<file path="config.mk">
export PLATFORM = sky130hd
export DESIGN_NAME = cu_sequencer
export DESIGN_NICKNAME = d
export VERILOG_FILES = /design/src/rtl/proc_ctrl_pkg.sv /design/src/rtl/cu_decode.sv /design/src/rtl/cu_sequencer.sv
export SDC_FILE = /design/constraint.sdc
export NUM_CORES = 1
export LEC_CHECK = 0
export ABC_CLOCK_PERIOD_IN_PS = 2200
export BUFFER_PORTS_ARGS = -buffer_cell sky130_fd_sc_hd__buf_4
export CAP_MARGIN = 5
export CORE_ASPECT_RATIO = 0.5
export CORE_MARGIN = 5
export CORE_UTILIZATION = 48
export DETAILED_ROUTE_END_ITERATION = 8
export GPL_TIMING_DRIVEN = 0
export PLACE_DENSITY = 0.82
export REMOVE_ABC_BUFFERS = 1
export SLEW_MARGIN = 20
export SYNTH_ARGS = -nofsm -noshare
export SYNTH_HDL_FRONTEND = slang
export SYNTH_SLANG_ARGS = --single-unit
export TNS_END_PERCENT = 30
</file>
<file path="constraint.sdc">
create_clock -name CLK -period 2.2 [get_ports CLK]
set_input_delay 0.11 -clock CLK [delete_from_list [all_inputs] [get_ports CLK]]
set_output_delay 0.11 -clock CLK [all_outputs]
set_load 0.01 [all_outputs]
</file>
<file path="src/rtl/proc_ctrl_pkg.sv">
// Shared control encodings for the CS147DV datapath: states, opcodes, ALU codes, mux selects.
// Constants only; no timing.
package proc_ctrl_pkg;

    typedef enum logic [2:0] {
        ST_FETCH  = 3'd0,
        ST_DECODE = 3'd1,
        ST_EXE    = 3'd2,
        ST_MEM    = 3'd3,
        ST_WB     = 3'd4
    } state_t;

    // Control-flow class of the latched instruction
    typedef enum logic [2:0] {
        FLOW_SEQ  = 3'd0,
        FLOW_BEQ  = 3'd1,
        FLOW_BNE  = 3'd2,
        FLOW_JUMP = 3'd3,
        FLOW_JR   = 3'd4
    } flow_t;

    localparam logic [5:0] OP_RTYPE = 6'h00;
    localparam logic [5:0] OP_J     = 6'h02;
    localparam logic [5:0] OP_JAL   = 6'h03;
    localparam logic [5:0] OP_BEQ   = 6'h04;
    localparam logic [5:0] OP_BNE   = 6'h05;
    localparam logic [5:0] OP_ADDI  = 6'h08;
    localparam logic [5:0] OP_LW    = 6'h23;
    localparam logic [5:0] OP_SW    = 6'h2B;

    localparam logic [5:0] FN_JR    = 6'h08;

    // ALU codes share the R-type funct numbering
    localparam logic [5:0] ALU_NOP  = 6'h00;
    localparam logic [5:0] ALU_ADD  = 6'h20;
    localparam logic [5:0] ALU_SUB  = 6'h22;

    localparam logic [1:0] PC_SEL_INC    = 2'd0;
    localparam logic [1:0] PC_SEL_BRANCH = 2'd1;
    localparam logic [1:0] PC_SEL_JUMP   = 2'd2;
    localparam logic [1:0] PC_SEL_RS     = 2'd3;

    localparam logic [1:0] WB_SEL_ALU = 2'd0;
    localparam logic [1:0] WB_SEL_MEM = 2'd1;
    localparam logic [1:0] WB_SEL_PC1 = 2'd2;

    localparam logic [4:0] REG_RA = 5'd31;

endpackage

</file>
<file path="src/rtl/cu_decode.sv">
// Instruction decoder: IR -> ALU op, writeback class/address, memory class, flow type, illegal.
// Purely combinational, zero latency.
module cu_decode
    import proc_ctrl_pkg::*;
#(
    parameter int ADDR_BITS = 5
) (
    input  logic [31:0]          i_ir,
    output logic [5:0]           o_alu_oprn,
    output logic                 o_rf_wr,
    output logic [ADDR_BITS-1:0] o_rf_addr_w,
    output logic [1:0]           o_wb_sel,
    output logic                 o_mem_rd,
    output logic                 o_mem_wr,
    output flow_t                o_flow,
    output logic                 o_illegal
);

    logic [5:0] w_op;
    logic [4:0] w_rt;
    logic [4:0] w_rd;
    logic [5:0] w_funct;
    logic       w_unused_ir;

    assign w_op        = i_ir[31:26];
    assign w_rt        = i_ir[20:16];
    assign w_rd        = i_ir[15:11];
    assign w_funct     = i_ir[5:0];
    // rs goes straight to the register file; shamt has no consumer here
    assign w_unused_ir = ^{i_ir[25:21], i_ir[10:6]};

    always_comb begin
        o_alu_oprn  = ALU_NOP;
        o_rf_wr     = 1'b0;
        o_rf_addr_w = ADDR_BITS'(w_rd);
        o_wb_sel    = WB_SEL_ALU;
        o_mem_rd    = 1'b0;
        o_mem_wr    = 1'b0;
        o_flow      = FLOW_SEQ;
        o_illegal   = 1'b0;
        case (w_op)
            OP_RTYPE: begin
                o_alu_oprn = w_funct;
                if (w_funct == FN_JR) o_flow  = FLOW_JR;
                else                  o_rf_wr = 1'b1;
            end
            OP_ADDI: begin
                o_alu_oprn  = ALU_ADD;
                o_rf_wr     = 1'b1;
                o_rf_addr_w = ADDR_BITS'(w_rt);
            end
            OP_LW: begin
                o_alu_oprn  = ALU_ADD;
                o_rf_wr     = 1'b1;
                o_rf_addr_w = ADDR_BITS'(w_rt);
                o_wb_sel    = WB_SEL_MEM;
                o_mem_rd    = 1'b1;
            end
            OP_SW: begin
                o_alu_oprn = ALU_ADD;
                o_mem_wr   = 1'b1;
            end
            OP_BEQ: begin
                o_alu_oprn = ALU_SUB;
                o_flow     = FLOW_BEQ;
            end
            OP_BNE: begin
                o_alu_oprn = ALU_SUB;
                o_flow     = FLOW_BNE;
            end
            OP_J: o_flow = FLOW_JUMP;
            OP_JAL: begin
                o_flow      = FLOW_JUMP;
                o_rf_wr     = 1'b1;
                o_rf_addr_w = ADDR_BITS'(REG_RA);
                o_wb_sel    = WB_SEL_PC1;
            end
            default: o_illegal = 1'b1;
        endcase
    end

endmodule

</file>
<file path="src/rtl/cu_sequencer.sv">
// Five-state multi-cycle control sequencer (FETCH, DECODE, EXE, MEM, WB); every instruction takes 5 cycles.
// Outputs are combinational from state and IR and are all forced low while RST is high.
module cu_sequencer
    import proc_ctrl_pkg::*;
#(
    parameter int DATA_WIDTH = 32,
    parameter int ADDR_BITS  = 5
) (
    input  logic                  CLK,
    input  logic                  RST,
    input  logic [DATA_WIDTH-1:0] MEM_DATA,
    input  logic                  ZERO,
    output logic                  RF_READ,
    output logic                  RF_WRITE,
    output logic [ADDR_BITS-1:0]  RF_ADDR_R1,
    output logic [ADDR_BITS-1:0]  RF_ADDR_R2,
    output logic [ADDR_BITS-1:0]  RF_ADDR_W,
    output logic                  MEM_READ,
    output logic                  MEM_WRITE,
    output logic [5:0]            ALU_OPRN,
    output logic [1:0]            WB_SEL,
    output logic                  PC_LOAD,
    output logic [1:0]            PC_SEL,
    output logic [2:0]            STATE,
    output logic                  ILLEGAL
);

    state_t                r_state;
    state_t                w_next;
    logic [DATA_WIDTH-1:0] r_ir;
    logic                  r_taken;
    logic                  r_illegal;

    logic [5:0]            w_alu_oprn;
    logic                  w_rf_wr;
    logic [ADDR_BITS-1:0]  w_rf_addr_w;
    logic [1:0]            w_wb_sel;
    logic                  w_mem_rd;
    logic                  w_mem_wr;
    flow_t                 w_flow;
    logic                  w_illegal;
    logic                  w_taken;

    cu_decode #(.ADDR_BITS(ADDR_BITS)) u_decode (
        .i_ir        (r_ir[31:0]),
        .o_alu_oprn  (w_alu_oprn),
        .o_rf_wr     (w_rf_wr),
        .o_rf_addr_w (w_rf_addr_w),
        .o_wb_sel    (w_wb_sel),
        .o_mem_rd    (w_mem_rd),
        .o_mem_wr    (w_mem_wr),
        .o_flow      (w_flow),
        .o_illegal   (w_illegal)
    );

    assign w_taken = ((w_flow == FLOW_BEQ) &&  ZERO) ||
                     ((w_flow == FLOW_BNE) && !ZERO);

    always_ff @(posedge CLK or posedge RST) begin
        if (RST) begin
            r_state   <= ST_FETCH;
            r_ir      <= '0;
            r_taken   <= 1'b0;
            r_illegal <= 1'b0;
        end else begin
            r_state <= w_next;
            if (r_state == ST_FETCH)                r_ir      <= MEM_DATA;
            if (r_state == ST_EXE)                  r_taken   <= w_taken;
            if (r_state == ST_DECODE && w_illegal)  r_illegal <= 1'b1;
        end
    end

    always_comb begin
        w_next     = ST_FETCH;
        RF_READ    = 1'b0;
        RF_WRITE   = 1'b0;
        RF_ADDR_R1 = '0;
        RF_ADDR_R2 = '0;
        RF_ADDR_W  = '0;
        MEM_READ   = 1'b0;
        MEM_WRITE  = 1'b0;
        ALU_OPRN   = ALU_NOP;
        WB_SEL     = WB_SEL_ALU;
        PC_LOAD    = 1'b0;
        PC_SEL     = PC_SEL_INC;
        STATE      = 3'd0;
        ILLEGAL    = 1'b0;

        case (r_state)
            ST_FETCH:  w_next = ST_DECODE;
            ST_DECODE: w_next = ST_EXE;
            ST_EXE:    w_next = ST_MEM;
            ST_MEM:    w_next = ST_WB;
            default:   w_next = ST_FETCH;
        endcase

        // Reset masks every output so an abandoned instruction can't strobe anything
        if (!RST) begin
            STATE      = r_state;
            ILLEGAL    = r_illegal;
            RF_ADDR_R1 = ADDR_BITS'(r_ir[25:21]);
            RF_ADDR_R2 = ADDR_BITS'(r_ir[20:16]);
            RF_ADDR_W  = w_rf_addr_w;
            case (r_state)
                ST_FETCH:  MEM_READ = 1'b1;
                ST_DECODE: RF_READ  = 1'b1;
                ST_EXE: begin
                    RF_READ  = 1'b1;
                    ALU_OPRN = w_alu_oprn;
                end
                ST_MEM: begin
                    MEM_READ  = w_mem_rd;
                    MEM_WRITE = w_mem_wr;
                end
                ST_WB: begin
                    PC_LOAD  = 1'b1;
                    RF_WRITE = w_rf_wr;
                    WB_SEL   = w_wb_sel;
                    case (w_flow)
                        FLOW_BEQ, FLOW_BNE: PC_SEL = r_taken ? PC_SEL_BRANCH : PC_SEL_INC;
                        FLOW_JUMP:          PC_SEL = PC_SEL_JUMP;
                        FLOW_JR:            PC_SEL = PC_SEL_RS;
                        default:            PC_SEL = PC_SEL_INC;
                    endcase
                end
                default: ;
            endcase
        end
    end

endmodule

</file>
After elaboration in Yosys (flattened, before gate mapping). Cells that the tools add are included.

Magnitude comparators: 0. Bitwise gates (word level): 0. Reduce and logical (&&, ||, !) cells: 15. Equality and inequality tests: 16. Multipliers: 0. Add/subtract/negate cells: 0. Shift-type cells: 0. Multiplexer cells: 34. Div/mod/pow operators: 0.

Operators by type and width (count): $pmux 3 s4 (2); $pmux 6 s3 (1); $mux 1 (15); $mux 5 (3); $eq 3x2->1 const B (4); $eq 6x2->1 const B (2); $eq 6x3->1 const B (2); $eq 6x4->1 const B (2); $eq 6x6->1 const B (2); $mux 6 (2); $pmux 5 s2 (1); $reduce_or 2->1 (5); $mux 2 (4); $reduce_or 8->1 (1); $eq 3x1->1 const B (2); $eq 3x3->1 const B (2); $logic_not 6->1 (1); $mux 3 (2); $pmux 2 s3 (1); $reduce_or 3->1 (2); $pmux 1 s2 (2); $pmux 2 s2 (1); $logic_and 1x1->1 (3); $logic_not 3->1 (1); 2 further kinds (2).

Memory bits (writable): 0. Bits in latches: 0. Memories kept: 0. Output and inout port bits: 34. Memory bits (read-only): 0. Bits of input ports: 35. Register bits after elaboration: 37.

Logic depth before layout (Yosys ltp).
Depth after elaboration: 8. Depth in mapped cells: 6. Gate-level depth less buffers: 5.

Modules after synthesis. Synthesis repeated with hierarchy kept, for this count alone.

Cells, all modules: 187. Area, all modules: 2059.5 um2.

Modules (own cells, without submodules): cu_sequencer (times used 1, cells each 129, area an instance 1696.6 um2); cu_decode (times used 1, cells each 58, area an instance 362.8 um2).

Worst setup path before layout. OpenSTA, ideal clock, no wires.

Kind: flip-flop to output port. Start: reg r_ir[29]. End: out ALU_OPRN[0]. Setup slack: 539 ps. Path buffers: 1. Data arrival time: 1551 ps. Stages on the path, launching flop included: 6. Cell sequence: dfrtp_1 > buf_6 > or4_4 > nor3_4 > and3_1 > and2_1.

Word-level cells in the longest chain between the ends: 5.

Ends and longest elaborated chain: from (decl) (RTL line cu_sequencer.sv:30) `logic [DATA_WIDTH-1:0] r_ir;`; from (signal assigned) (RTL line cu_sequencer.sv:62) `r_ir <= '0;`; from (signal assigned) (RTL line cu_sequencer.sv:67) `if (r_state == ST_FETCH) r_ir <= MEM_DATA;`; $eq 6x4->1 (tied with other cells) (RTL line cu_decode.sv:41) `case (w_op)`; $reduce_or 3->1 (no source line) or $reduce_or 2->1 (tied branches); $pmux 6 s3 (*) (RTL line cu_decode.sv:41); $mux 6 (*) (RTL line cu_sequencer.sv:104) `case (r_state)`; $mux 6 (*) (RTL line cu_sequencer.sv:98) `if (!RST) begin`; to (decl) (RTL line cu_sequencer.sv:20) `output logic [5:0] ALU_OPRN,`.

Mark *: on every way between the ends. The rest lies on a longest branch, timed or not.

Worst setup path in the final report.
Start: reg r_ir[29]. End: out ALU_OPRN[2].

The elaborated chain is that of the path after synthesis.

==> impl_metrics.yaml <==
floorplanning:
  die_area_mm2: 0.00487
  row_count: 15
  die_w_um: 93.8
  start_util: 0.496
  ioPinCount: 69
  core_mm2: 0.00340
  die_y_um: 51.9
synthesis:
  synth-seq-area-share: 0.475
  yosys.area.top_type_share: 0.475
  synth-seq-cells: 32
  ys_types: 39
  avgSynthCellArea_um2: 10.7
  ys_warn_count: 0
  synth_enable_flop_cells: 0
  synth_area_mm2: 0.00168
  synthCells: 157
  ys.flop_type: "dfrtp_1"
  synthArstFlopShare: 1.00
  yosysTopAreaCell: "dfrtp_1"
  yosys-top-cells-area: "dfrtp_1 (48%), mux2_2 (15%), nor2b_1 (4.5%), nor2_1 (3.3%), o221a_1 (3.3%)"
setup_path:
  crit_fanout: 9
  r2r-start: "r_state[0]"
  r2r_end: "r_ir[1]"
  required_ns: 2.09
  worstSetupEndpointType: "primary output"
  r2r_slack_ns: 0.28
  path_class: "reg2out"
  r2r_cells: 4
  cp-start-kind: "flip-flop"
  critical_path_arrival_ns: 2.01
route:
  ant_nets: 0
  drcViolationCount: 0
  drt-pass1-iter-count: 4
  route.vias.total: 1367
  viasPerCell: 5.06
  drt_iter0_drc: 59
  routed_wl_um: 3960
  wl_per_cell_um: 14.7
final_layout:
  layout.nets: 254
  n_fill_cell: 265
  post-route-util: 0.678
  post_layout_nonfiller_instances: 270
  final_layout_size_suffix_gt1_frac: 0.479
  syn2layout_area_growth_pct: 36.7
  num_antenna_cells: 0
sta:
  finalHoldViolCount: 0
  clock_skew_ns: 0.00263
  setup-violations-final: 0
  worst_slew_pin_slew_ns: 0.726
  fmax_mhz: 471
  min_period_ns: 2.12
  finalMaxSlewViolations: 0
  slew_headroom: 0.515
  fin_crit_sh: 0.965
  fin_hold_ws_ns: 0.0307
  setup_ws_ns: 0.0773
global_route:
  antenna_found_initial: 0
  first_global_vias: 1430
  grt.overflow.total: 0
  grt_usage: 0.171
  grt_max_degree: 38
  grt_pass1_wl_um: 6440
clock_tree:
  clock-sinks: 32
  cts_buffer_depth: 2
  root_buffer: "clkbuf_8"
  numCtsBuffers: 5
  cts-htree-levels: 2
  path_clk_slew_ns: 0.06
  insertion_delay_ns: 0.28
  cts_tree: "done"
worst_hold_path:
  whs_path_depth: 3
  hp-start: "MEM_DATA[31]"
  hold_path.class: "in2reg"
  hold-path-endpoint: "r_ir[31]"
place:
  port_buffers: 63
  place.gp.congestion: 0.830
  dp.cells: 263
  pre_cts_ws_ns: 0.306
  hpwl_um: 2870
power_and_ir_drop:
  p_per_area_mw_per_mm2: 557
  peakVddDrop_v: 0.000337
  finalPower_mw: 1.28
  leakage_nw: 1.02
flow_run:
  cap_violations: 0
status:
  status: "finished, final reports clean"
==> sequential cells by signal, indices dropped and copies added, names as in the netlist <==
signal / cells
r_state: 3
r_ir: 27
r_illegal: 1
r_taken: 1
==> cell families after synthesis <==
family / Yosys count / synth area share
AOI/OAI and AO/OA: 21 / 0.0988
xor gates and xnor gates: 2 / 0.0104
buffers and inverters: 16 / 0.0438
DFF: 32 / 0.475
muxes: 24 / 0.160
and+or+nand+nor: 62 / 0.211
==> Yosys cell counts, drive strengths merged, types with 2 or more instances <==
master / number
buf: 6
mux2: 24
dfrtp: 32
nand2b: 3
and3: 2
and2: 4
clkbuf: 3
inv: 7
a21oi: 4
nor2b: 12
o221a: 5
xnor2: 2
nand2: 12
nor2: 15
nor4b: 2
o21ai: 4
nor3: 3
==> what timing repair did <==
item | in CTS | in global routing
resized for setup | 0 | 3
hold buffers | 0 | 0
setup endpoints to repair | 0 | 9
setup buffers | 0 | 0
==> how the worst max path moves through the flow <==
stage / from / to / slack (ns) / cells past startpoint
floorplan: r_state[0] / r_ir[0] / -0.27 / 3
global placement: r_state[0] / r_ir[25] / -0.87 / 3
detailed placement: r_state[0] / r_ir[17] / 0.31 / 4
CTS: r_ir[26] / RF_ADDR_W[3] / 0.02 / 4
global route: r_ir[29] / ALU_OPRN[2] / -0.001 / 5
finish: r_ir[29] / ALU_OPRN[2] / 0.08 / 5
==> per-stage QoR <==
stage | TNS (ns) | area (um2)
after CTS | 0 | 2290
after global placement | -22.76 | 2170
after detailed placement | 0 | 2200
after global routing | -0.00117 | 2300
final | 0 | 2300
after floorplan | -6.69 | 1640
==> power breakdown <==
group	leakage [nW]	switching, mW	internal, mW
sequential	0.373	0.0232	0.614
combinational	0.602	0.0652	0.0903
clock	0.0503	0.211	0.278
==> critical path, cell delays in order, from the launching register on <==
cell	delay, ns
dfrtp_2	0.46
or4_4	0.55
nor3_4	0.21
and3_1	0.24
and2_1	0.15
buf_4	0.12
==> layer usage <==
| layer | global-route usage | up-vias | part of all wire |
|---|---|---|---|
| met3 | 0.0361 | 2 | 0.032 |
| met1 | 0.219 | 668 | 0.45 |
| met2 | 0.290 | 30 | 0.51 |
| li1 | - | 667 | - |
| met4 | 0.0576 | 0 | 0.0061 |
| met5 | 0 | - | 0 |
==> layout make-up <==
cell class / count / area [um2] / share of cell area
clock buffers: 7 / 96.3 / 0.0418
inverters: 7 / 26.3 / 0.0114
multi-input cells: 109 / 825 / 0.358
flip-flops and latches: 32 / 803 / 0.349
well taps: 51 / 63.8 / 0.0277
repair buffers: 64 / 488 / 0.212
==> cell usage in the layout, fill, tap and decap left out, types with 3 or more instances in the layout <==
master    synthesis  routed
a21oi_1           4       4
and2_1            4       4
buf_4             0      63
clkbuf_8          0       7
dfrtp_1          32      30
inv_1             7       6
mux2_2           23      23
nand2_1          11      11
nand2b_1          3       3
nor2_1           15      14
nor2b_1          12      12
o21ai_0           3       3
o221a_1           5       5
(Power assumes the default switching activity.)
